**src/rtl/tdc_tx_packer.sv**
```systemverilog
// tdc_tx_packer
//   Packs TDC hit records into 3-byte packets and hands them one byte at a
//   time to the UART transmitter, paced by the transmitter's idle/busy flag.
//   Hits are buffered in a DEPTH-entry FIFO; hits arriving while it is full
//   are dropped and counted.
//
//   Packet: byte0 = {SYNC, chan[4:0]}, byte1 = time[15:8], byte2 = time[7:0]
//
// Ports
//   clk, rst      system clock, synchronous active-high reset
//   enable        streaming enable; a packet in flight always completes
//   hit_valid     one-cycle strobe qualifying hit_chan / hit_time
//   hit_chan      channel number 0..31
//   hit_time      16-bit time stamp
//   uart_ready    transmitter idle (1) / busy (0)
//   tx_byte       byte for transmitter data_in, held outside the load strobe
//   tx_rdy        one-cycle load strobe to the transmitter
//   overflow      sticky dropped-hit flag
//   clr_ovf       clears overflow and drop_cnt
//   drop_cnt      dropped-hit count, saturating at 255
//   fifo_cnt      FIFO occupancy 0..DEPTH
module tdc_tx_packer #(
    parameter int unsigned DEPTH = 16,
    parameter logic [2:0]  SYNC  = 3'b101
) (
    input  logic                      clk,
    input  logic                      rst,
    input  logic                      enable,
    input  logic                      hit_valid,
    input  logic [4:0]                hit_chan,
    input  logic [15:0]               hit_time,
    input  logic                      uart_ready,
    output logic [7:0]                tx_byte,
    output logic                      tx_rdy,
    output logic                      overflow,
    input  logic                      clr_ovf,
    output logic [7:0]                drop_cnt,
    output logic [$clog2(DEPTH):0]    fifo_cnt
);

    localparam int unsigned    AW       = $clog2(DEPTH);
    localparam logic [AW:0]    FULL_CNT = (AW+1)'(DEPTH);

    typedef enum logic [2:0] {
        IDLE,
        LOAD,
        SEND,
        WAIT_LO,
        WAIT_HI
    } state_t;

    state_t        state, state_nx;
    logic [20:0]   mem [DEPTH];
    logic [AW-1:0] wr_ptr, rd_ptr;
    logic [23:0]   pkt;
    logic [23:0]   head_pkt;
    logic [1:0]    idx, idx_nx;
    logic [7:0]    byte_nx;
    logic          popped;
    logic          pop, push, drop;

    assign head_pkt = {SYNC, mem[rd_ptr]};
    assign push     = hit_valid && ((fifo_cnt < FULL_CNT) || pop);
    assign drop     = hit_valid && !push;

    // The pop happens on the first edge spent in LOAD only; popped keeps a
    // LOAD that is stalled on uart_ready from popping again. When LOAD exits
    // on that same first edge, byte0 comes straight from the FIFO head since
    // pkt is only being written on that edge.
    always_comb begin
        state_nx = state;
        pop      = 1'b0;
        idx_nx   = idx;
        byte_nx  = tx_byte;
        case (state)
            IDLE: begin
                if (enable && (fifo_cnt != '0))
                    state_nx = LOAD;
            end
            LOAD: begin
                pop = !popped;
                if (uart_ready) begin
                    state_nx = SEND;
                    idx_nx   = 2'd0;
                    byte_nx  = popped ? pkt[23:16] : head_pkt[23:16];
                end
            end
            SEND: begin
                state_nx = WAIT_LO;
            end
            WAIT_LO: begin
                if (!uart_ready)
                    state_nx = WAIT_HI;
            end
            WAIT_HI: begin
                if (uart_ready) begin
                    if (idx < 2'd2) begin
                        state_nx = SEND;
                        idx_nx   = idx + 2'd1;
                        byte_nx  = (idx == 2'd0) ? pkt[15:8] : pkt[7:0];
                    end else if (enable && (fifo_cnt != '0)) begin
                        state_nx = LOAD;
                    end else begin
                        state_nx = IDLE;
                    end
                end
            end
            default: state_nx = IDLE;
        endcase
    end

    always_ff @(posedge clk) begin
        if (rst) begin
            state   <= IDLE;
            idx     <= '0;
            popped  <= 1'b0;
            pkt     <= '0;
            tx_byte <= '0;
            tx_rdy  <= 1'b0;
        end else begin
            state   <= state_nx;
            idx     <= idx_nx;
            popped  <= (state == LOAD) && (state_nx == LOAD);
            if (pop)
                pkt <= head_pkt;
            // Strobe and byte are registered on the edge that enters SEND.
            tx_rdy  <= (state_nx == SEND);
            if (state_nx == SEND)
                tx_byte <= byte_nx;
        end
    end

    always_ff @(posedge clk) begin
        if (push)
            mem[wr_ptr] <= {hit_chan, hit_time};
    end

    always_ff @(posedge clk) begin
        if (rst) begin
            wr_ptr   <= '0;
            rd_ptr   <= '0;
            fifo_cnt <= '0;
        end else begin
            if (push)
                wr_ptr <= wr_ptr + 1'b1;
            if (pop)
                rd_ptr <= rd_ptr + 1'b1;
            case ({push, pop})
                2'b10:   fifo_cnt <= fifo_cnt + 1'b1;
                2'b01:   fifo_cnt <= fifo_cnt - 1'b1;
                default: fifo_cnt <= fifo_cnt;
            endcase
        end
    end

    // A drop in the same cycle as clr_ovf is counted after the clear.
    always_ff @(posedge clk) begin
        if (rst) begin
            overflow <= 1'b0;
            drop_cnt <= '0;
        end else if (clr_ovf) begin
            overflow <= drop;
            drop_cnt <= drop ? 8'd1 : 8'd0;
        end else if (drop) begin
            overflow <= 1'b1;
            if (drop_cnt != 8'hFF)
                drop_cnt <= drop_cnt + 8'd1;
        end
    end

endmodule

```
**config.mk**
```make
export PLATFORM = sky130hd
export DESIGN_NAME = tdc_tx_packer
export DESIGN_NICKNAME = d
export VERILOG_FILES = /design/src/rtl/tdc_tx_packer.sv
export SDC_FILE = /design/constraint.sdc
export NUM_CORES = 1
export LEC_CHECK = 0
export CAP_MARGIN = 10
export CORE_UTILIZATION = 40
export CTS_BUF_LIST = sky130_fd_sc_hd__clkbuf_16
export DETAILED_ROUTE_END_ITERATION = 12
export REMOVE_ABC_BUFFERS = 1
export SLEW_MARGIN = 20
export SYNTH_ARGS = -nofsm -noshare
export SYNTH_HDL_FRONTEND = slang
export SYNTH_SLANG_ARGS = --single-unit
```
**constraint.sdc**
```tcl
create_clock -name clk -period 7.6 [get_ports clk]
set_input_delay 1.52 -clock clk [delete_from_list [all_inputs] [get_ports clk]]
set_output_delay 1.52 -clock clk [all_outputs]
set_load 0.02 [all_outputs]
```
==> metrics.txt, run 1 <==
# TYPE chip_impl_metric gauge
chip_impl_info{name="run_status",value="completed"} 1
chip_impl_metric{name="max_cap_viol_count",unit=""} 0
chip_impl_info{name="synth_largest_area_cell",value="edfxtp_1"} 1
chip_impl_metric{name="slew_viol_final",unit=""} 0
chip_impl_metric{name="setup-violations-final",unit=""} 0
chip_impl_info{name="worst_setup_path_start_kind",value="primary input"} 1
chip_impl_metric{name="grt_pass1_wl",unit="µm"} 48500
chip_impl_metric{name="max_freq",unit="GHz"} 0.263
chip_impl_metric{name="met2WireLength",unit="µm"} 15400
chip_impl_info{name="most_common_cell_type_on_the_critical_path",value="ha_1"} 1
chip_impl_metric{name="drive_gt1_share",unit="%"} 21.7
chip_impl_info{name="crit_type",value="primary input to register"} 1
chip_impl_info{name="clock_tree.root_cell",value="clkbuf_16"} 1
chip_impl_metric{name="fin_worst_skew",unit="ns"} 0.0129
chip_impl_metric{name="yosysSeqAreaShare",unit="%"} 72.7
chip_impl_metric{name="final-hold-violation-count",unit=""} 0
chip_impl_metric{name="worstHoldPathCells",unit=""} 2
chip_impl_info{name="grt_setup_unrepaired",value="false"} 1
chip_impl_metric{name="clock_tree.buffer_depth",unit=""} 3
chip_impl_metric{name="postSynthCellCount",unit=""} 839
chip_impl_metric{name="antenna_cells",unit=""} 0
chip_impl_metric{name="yosysUniqueCellTypes",unit=""} 52
chip_impl_info{name="yosys.cell_count.top_type",value="edfxtp_1"} 1
chip_impl_metric{name="power_density",unit="nW/µm²"} 279
chip_impl_metric{name="worstPathBufferInverterCount",unit=""} 2
chip_impl_metric{name="route.detailed.wl_per_inst",unit="µm"} 22.4
chip_impl_metric{name="finalNetCount",unit=""} 947
chip_impl_metric{name="antenna_found_initial",unit=""} 0
chip_impl_metric{name="number_of_core_rows",unit=""} 71
chip_impl_metric{name="final_routed_wirelength_across_all_metal_layers",unit="µm"} 32500
chip_impl_metric{name="routabilityCongestion",unit=""} 0.784
chip_impl_metric{name="grt_pass1_vias",unit=""} 7738
chip_impl_metric{name="synth_largest_type_area_fraction",unit="%"} 64.6
chip_impl_metric{name="crit_required",unit="ns"} 8.03
chip_impl_metric{name="finalCriticalPeriod",unit="ns"} 3.80
chip_impl_metric{name="crit_path_max_fanout",unit=""} 9
chip_impl_info{name="worst_path_dominant_cell_family",value="compound AO/OA/AOI/OAI gates"} 1
chip_impl_metric{name="drtIter0Drc",unit=""} 543
chip_impl_metric{name="drt-pass1-iter-count",unit=""} 5
chip_impl_info{name="timing.rr.end",value="fifo_cnt[4]"} 1
chip_impl_metric{name="buffer_ports.inserted",unit=""} 49
chip_impl_metric{name="yosys_register_bits",unit=""} 399
chip_impl_metric{name="syn-cell-area",unit="µm²"} 15600
chip_impl_metric{name="average_cell_area_after_synthesis",unit="µm²"} 18.6
chip_impl_metric{name="reg2reg_slack",unit="ns"} 3.93
chip_impl_metric{name="grt_start_max_net_pins",unit=""} 51
chip_impl_metric{name="slew_at_the_pin_with_the_worst_max_slew_slack",unit="ns"} 0.880
chip_impl_metric{name="die_height",unit="µm"} 200
chip_impl_metric{name="synth-warning-count",unit=""} 0
chip_impl_metric{name="hpwl",unit="µm"} 20100
chip_impl_metric{name="clkLatencyLatePin",unit="ns"} 0.55
chip_impl_metric{name="die-area",unit="µm²"} 39800
chip_impl_metric{name="grt_overflow_total",unit=""} 0
chip_impl_metric{name="timing.critical_path.depth",unit=""} 10
chip_impl_metric{name="ctsResizeCount",unit=""} 0
chip_impl_info{name="topRoutingLayerUsed",value="met4"} 1
chip_impl_metric{name="worst_stage_delay_on_the_critical_path",unit="ns"} 0.53
chip_impl_metric{name="synth-edff-count",unit=""} 336
chip_impl_metric{name="cts_inserted_buffers",unit=""} 42
chip_impl_metric{name="cts.repair_timing.setup_buffer_count",unit=""} 0
chip_impl_metric{name="track_usage",unit="%"} 16.9
chip_impl_metric{name="worst_setup_hold_path_clk_slew",unit="ns"} 0.06
chip_impl_metric{name="worst_r2r_path_depth",unit=""} 10
chip_impl_metric{name="final.setup.tns",unit="ns"} 0
chip_impl_metric{name="flow.area_growth_from_synthesis",unit="%"} 15.5
chip_impl_metric{name="ioPinCount",unit=""} 50
chip_impl_metric{name="clock_sink_count",unit=""} 399
chip_impl_info{name="critical-path-slowest-cell",value="clkdlybuf4s50_1"} 1
chip_impl_info{name="timing.hold.worst_endpoint",value="overflow"} 1
chip_impl_info{name="worstHoldPathType",value="register to register"} 1
chip_impl_info{name="tritoncts",value="built"} 1
chip_impl_metric{name="post_cts_hold_buffer_count",unit=""} 0
chip_impl_metric{name="vias_per_cell",unit=""} 5.34
chip_impl_metric{name="die_w",unit="µm"} 200
chip_impl_metric{name="power.ir.vdd_worst",unit="V"} 0.000169
chip_impl_metric{name="drt.antenna.violating_nets",unit=""} 0
chip_impl_metric{name="critPathArrivalTime",unit="ns"} 4.23
chip_impl_info{name="crit_path_end_kind",value="register"} 1
chip_impl_info{name="synth_flop_cell",value="edfxtp_1"} 1
chip_impl_metric{name="wirelength_met1",unit="µm"} 14900
chip_impl_info{name="reg2reg_from",value="state[0]"} 1
chip_impl_metric{name="leakage_power",unit="µW"} 0.00564
chip_impl_metric{name="route.vias.total",unit=""} 7739
chip_impl_info{name="synth.cells.most_frequent",value="edfxtp_1 (336), mux4_2 (84), dfxtp_1 (63)"} 1
chip_impl_metric{name="start_util",unit="%"} 41.1
chip_impl_metric{name="relSlewSlack",unit="%"} 39.8
chip_impl_metric{name="total_power",unit="µW"} 5040
chip_impl_info{name="worst_hold_startpoint",value="overflow"} 1
chip_impl_metric{name="clock_tree.htree_level_count",unit=""} 2
chip_impl_info{name="cp_cell_sequence",value="clkdlybuf4s50_1 > a21boi_4 > inv_1 > ha_1 > ha_1 > nor2b_1 > o21ai_0 > a21oi_1 > or3b_2 > mux2_2"} 1
chip_impl_info{name="synth.top_cells.by_area",value="edfxtp_1 (65%), mux4_2 (12%), dfxtp_1 (8.1%)"} 1
chip_impl_metric{name="asyncSetResetFlopFracSynth",unit="%"} 0
chip_impl_metric{name="fin_crit_sh",unit="%"} 50.0
chip_impl_metric{name="drcViolationCount",unit=""} 0
chip_impl_metric{name="core-area",unit="µm²"} 38000
chip_impl_metric{name="wl_met3",unit="µm"} 1640
[worst register-to-register path: cells and delay by family (launching register included)]
kind / cells / cell delay [ns]
flip-flops: 1 / 0.52
adder cells (fa/ha/maj): 2 / 0.70
AO/OA/AOI/OAI: 1 / 0.11
multiplexers: 1 / 0.28
AND/OR/NAND/NOR: 4 / 1.37
buffers and inverters: 2 / 0.59
[stage by stage]
step           cell area, µm²  std cells  hold WS [ns]  setup WS (ns)  utilization, %
2_1_floorplan           15400        793         0.441           2.60               -
4_1_cts                 18000       1449         0.476           3.80            47.4
6_report                18000       1449         0.472           3.80            47.4
3_5_place_dp            16700       1375         0.463           3.24            44.0
5_1_grt                 18000       1449         0.497           3.63            47.4
3_3_place_gp            16700       1375         0.452           3.22            44.0
[worst max path at each step]
stage,from,end
after floorplan,register,tx_byte[0]
after global placement,hit_valid,fifo_cnt[4]
after detailed placement,hit_valid,fifo_cnt[4]
after CTS,hit_valid,fifo_cnt[4]
after global routing,hit_valid,fifo_cnt[4]
final,hit_valid,fifo_cnt[4]
[registers in the layout, indices dropped and copies added, names as in the netlist, named ones only]
signal	cells
overflow	1
wr_ptr	4
state	3
idx	2
fifo_cnt	5
tx_rdy	1
popped	1
tx_byte	8
drop_cnt	8
pkt	22
rd_ptr	4
mem	336
[layout by cell type, fill, tap and decap left out, types with 2 or more instances in the layout]
cell type	instances
a21oi_1	20
dfxtp_4	2
o21ai_0	7
a211oi_1	6
nor2_1	40
mux2_2	11
nand2_1	19
clkinv_2	6
edfxtp_1	336
nor2b_1	5
o221ai_1	13
nand4_1	3
inv_1	20
and3_1	3
nor3_1	11
or3_1	2
bufinv_16	2
a22o_1	8
xnor2_1	3
nor2_2	12
a31o_2	3
nor3b_1	2
a31oi_1	4
nand3_1	7
or3b_2	2
and2_1	2
nand3b_1	14
buf_4	22
o22ai_1	11
clkinv_1	13
nand2b_1	4
dfxtp_1	60
xor2_1	10
mux4_2	84
ha_1	11
mux2i_1	42
nor3_2	4
clkbuf_16	45
clkdlybuf4s50_1	48
[cells by family (layout without fill, tap and decap cells)]
| kind of cell | Yosys count | in the layout | synth area share, % |
|---|---|---|---|
| AND/OR/NAND/NOR | 140 | 140 | 4.63 |
| multiplexers | 137 | 137 | 15.6 |
| buffers and inverters | 60 | 159 | 1.84 |
| adder cells (fa/ha/maj) | 12 | 12 | 1.01 |
| AO/OA/AOI/OAI | 78 | 78 | 3.47 |
| XOR/XNOR | 13 | 13 | 0.729 |
| flip-flops | 399 | 399 | 72.7 |
[power by group]
part           internal, µW  switching [µW]  leakage [µW]
Sequential             2490            82.1       0.00355
Combinational           225             312       0.00143
Clock                  1130             807      0.000663
Total                  3840            1200       0.00564
[area by class of cell]
type | instances | area, µm²
timing repair buffer | 71 | 651
fill | 3271 | 20000
multi-input combinational | 380 | 4030
inverter | 14 | 52.6
sequential | 399 | 11400
clock buffer | 45 | 1130
clock inverter | 29 | 174
tap | 511 | 639
[routing by layer]
| metal | vias to the layer above | track usage, % |
|---|---|---|
| met5 | - | 0 |
| met4 | 0 | 4.69 |
| met3 | 49 | 3.12 |
| met2 | 185 | 26.5 |
| met1 | 3996 | 24.1 |
| li1 | 3509 | - |
No activity file was read; power rests on OpenSTA's default activity.
==> inputs of run 2 (changes only) <==
==> constraint.sdc (replaced) <==
create_clock -name clk -period 3.7 [get_ports clk]
set_input_delay 0.74 -clock clk [delete_from_list [all_inputs] [get_ports clk]]
set_output_delay 0.74 -clock clk [all_outputs]
set_load 0.02 [all_outputs]
==> run 2 against run 1 <==
Effect of this change:
- combinational power increased by 100%
- cell count grew 1.4%
- clock power grew 110%
- first-iteration DRC count decreased by 9.0%
- highest routed layer unchanged
- worst setup slack lost 3.4 ns
==> metrics.txt, run 2 (synthesis results as in run 1) <==
# TYPE chip_impl_metric gauge
chip_impl_info{name="run_status",value="completed"} 1
chip_impl_metric{name="route.vias.total",unit=""} 7841
chip_impl_info{name="mostFrequentLayoutCells",value="edfxtp_1 (336), mux4_2 (84), dfxtp_1 (60), clkdlybuf4s50_1 (48), clkbuf_16 (44)"} 1
chip_impl_metric{name="core-area",unit="µm²"} 38000
chip_impl_metric{name="fin_worst_skew",unit="ns"} 0.0144
chip_impl_info{name="clock_tree.root_cell",value="clkbuf_16"} 1
chip_impl_metric{name="worst_r2r_path_depth",unit=""} 10
chip_impl_info{name="crit_type",value="register to register"} 1
chip_impl_metric{name="multiInputGateArea",unit="µm²"} 4020
chip_impl_metric{name="buffer_ports.inserted",unit=""} 49
chip_impl_metric{name="track_usage",unit="%"} 17.1
chip_impl_metric{name="critPathArrivalTime",unit="ns"} 3.74
chip_impl_metric{name="antenna_cells",unit=""} 0
chip_impl_metric{name="ff_latch_area",unit="µm²"} 11400
chip_impl_metric{name="largest_register_ff_count",unit=""} 336
chip_impl_metric{name="clkLatencyLatePin",unit="ns"} 0.54
chip_impl_metric{name="drcViolationCount",unit=""} 0
chip_impl_metric{name="clock_tree.htree_level_count",unit=""} 2
chip_impl_metric{name="grt_overflow_total",unit=""} 0
chip_impl_info{name="grt_setup_unrepaired",value="false"} 1
chip_impl_metric{name="clock_sink_count",unit=""} 399
chip_impl_metric{name="ctsResizeCount",unit=""} 0
chip_impl_metric{name="fillers",unit=""} 3275
chip_impl_metric{name="fin_crit_sh",unit="%"} 89.8
chip_impl_metric{name="finish.utilization",unit="%"} 48.1
chip_impl_metric{name="routabilityCongestion",unit=""} 0.812
chip_impl_metric{name="cts.repair_timing.setup_buffer_count",unit=""} 0
chip_impl_metric{name="vias_per_cell",unit=""} 5.34
chip_impl_info{name="final_common_cell",value="edfxtp_1"} 1
chip_impl_metric{name="die-area",unit="µm²"} 39800
chip_impl_info{name="cp_cell_sequence",value="or4b_4 > a21boi_4 > inv_1 > ha_1 > ha_1 > nor2b_1 > o21ai_0 > a21oi_1 > or3b_2 > mux2_2"} 1
chip_impl_metric{name="start_util",unit="%"} 41.1
chip_impl_metric{name="finalNetCount",unit=""} 965
chip_impl_metric{name="worst_setup_hold_path_clk_slew",unit="ns"} 0.06
chip_impl_metric{name="cts_inserted_buffers",unit=""} 43
chip_impl_info{name="crit_path_end_kind",value="register"} 1
chip_impl_metric{name="setup-violations-final",unit=""} 0
chip_impl_metric{name="max_freq",unit="GHz"} 0.301
chip_impl_metric{name="post_cts_hold_buffer_count",unit=""} 0
chip_impl_info{name="register_containing_the_most_flip_flops_in_the_final_layout",value="mem"} 1
chip_impl_metric{name="leakage_power",unit="µW"} 0.00576
chip_impl_metric{name="worst_stage_delay_on_the_critical_path",unit="ns"} 0.69
chip_impl_metric{name="flow.area_growth_from_synthesis",unit="%"} 17.2
chip_impl_metric{name="power.ir.vdd_worst",unit="V"} 0.000354
chip_impl_info{name="worst_setup_path_start_kind",value="register"} 1
chip_impl_metric{name="total_power",unit="µW"} 10400
chip_impl_metric{name="drtIter0Drc",unit=""} 494
chip_impl_metric{name="finalCriticalPeriod",unit="ns"} 3.32
chip_impl_metric{name="crit_required",unit="ns"} 4.12
chip_impl_metric{name="die_w",unit="µm"} 200
chip_impl_info{name="tritoncts",value="built"} 1
chip_impl_metric{name="final-hold-violation-count",unit=""} 0
chip_impl_metric{name="grt_pass1_wl",unit="µm"} 50000
chip_impl_metric{name="die_height",unit="µm"} 200
chip_impl_metric{name="max_cap_viol_count",unit=""} 0
chip_impl_metric{name="hpwl",unit="µm"} 20400
chip_impl_metric{name="drive_gt1_share",unit="%"} 23.5
chip_impl_info{name="worstHoldPathType",value="register to register"} 1
chip_impl_metric{name="worstHoldPathCells",unit=""} 2
chip_impl_metric{name="drt-pass1-iter-count",unit=""} 5
chip_impl_metric{name="final_routed_wirelength_across_all_metal_layers",unit="µm"} 33000
chip_impl_info{name="leading_registers_by_flop_count",value="mem (336), pkt (22)"} 1
chip_impl_info{name="most_common_cell_type_on_the_critical_path",value="ha_1"} 1
chip_impl_metric{name="ioPinCount",unit=""} 50
chip_impl_metric{name="antenna_found_initial",unit=""} 0
chip_impl_metric{name="crit_path_max_fanout",unit=""} 21
chip_impl_metric{name="final.setup.tns",unit="ns"} 0
chip_impl_metric{name="number_of_core_rows",unit=""} 71
chip_impl_metric{name="relSlewSlack",unit="%"} 35.6
chip_impl_metric{name="route.detailed.wl_per_inst",unit="µm"} 22.5
chip_impl_metric{name="grt_pass1_vias",unit=""} 8077
chip_impl_metric{name="slew_viol_final",unit=""} 0
chip_impl_metric{name="power_density",unit="nW/µm²"} 571
chip_impl_metric{name="slew_at_the_pin_with_the_worst_max_slew_slack",unit="ns"} 0.964
chip_impl_info{name="critical-path-slowest-cell",value="or4b_4"} 1
chip_impl_metric{name="clock_tree.buffer_depth",unit=""} 3
chip_impl_metric{name="grt_start_max_net_pins",unit=""} 45
chip_impl_metric{name="drt.antenna.violating_nets",unit=""} 0
==> run 2: routing by layer <==
metal  track usage, %  part of all wire, %  vias up
li1                 -                    -     3541
met1             23.4                   45     4034
met5                0                    0        -
met4             4.10                  1.8        0
met3             3.07                  5.0       53
met2             28.4                   49      213
==> run 2: cell type report <==
cell class	instances	share of cell area, %
well taps	511	3.49
repair buffers	88	4.80
flip-flops and latches	399	62.1
inverters	14	0.287
clock buffers	44	6.02
multi-input cells	380	22.0
clock inverters	33	1.34
==> run 2: final timing paths <==
| kind | start | to | slack (ns) |
|---|---|---|---|
| setup reg to reg | state[0] | fifo_cnt[4] | 0.38 |
| setup / recovery | state[0] | fifo_cnt[4] | 0.38 |
| hold / removal | pkt[21] | pkt[21] | 0.47 |
| hold reg to reg | pkt[21] | pkt[21] | 0.47 |
==> run 2: per-stage QoR <==
stage          cells  hold WS [ns]  worst slack, ns  instance area, µm²
3_5_place_dp    1392         0.461            0.307               17000
6_report        1469         0.470            0.379               18300
5_1_grt         1469         0.519            0.241               18300
2_1_floorplan    793         0.441            -1.30               15400
3_3_place_gp    1392         0.452            0.316               17000
4_1_cts         1469         0.474            0.386               18300
==> run 2: report_power, final <==
group          switching, µW  leakage [µW]  internal (µW)  total (µW)
combinational            624       0.00154            477        1100
sequential               187       0.00355           5110        5290
clock                   1690      0.000674           2370        4050
==> run 2: critical path, delay by kind of cell (launching register included) <==
family	cells	cell delay, ns
AND/OR/NAND/NOR	3	1.29
adder cells (fa/ha/maj)	2	0.56
AO/OA/AOI/OAI	3	0.52
flip-flops	1	0.50
multiplexers	1	0.28
buffers and inverters	1	0.06
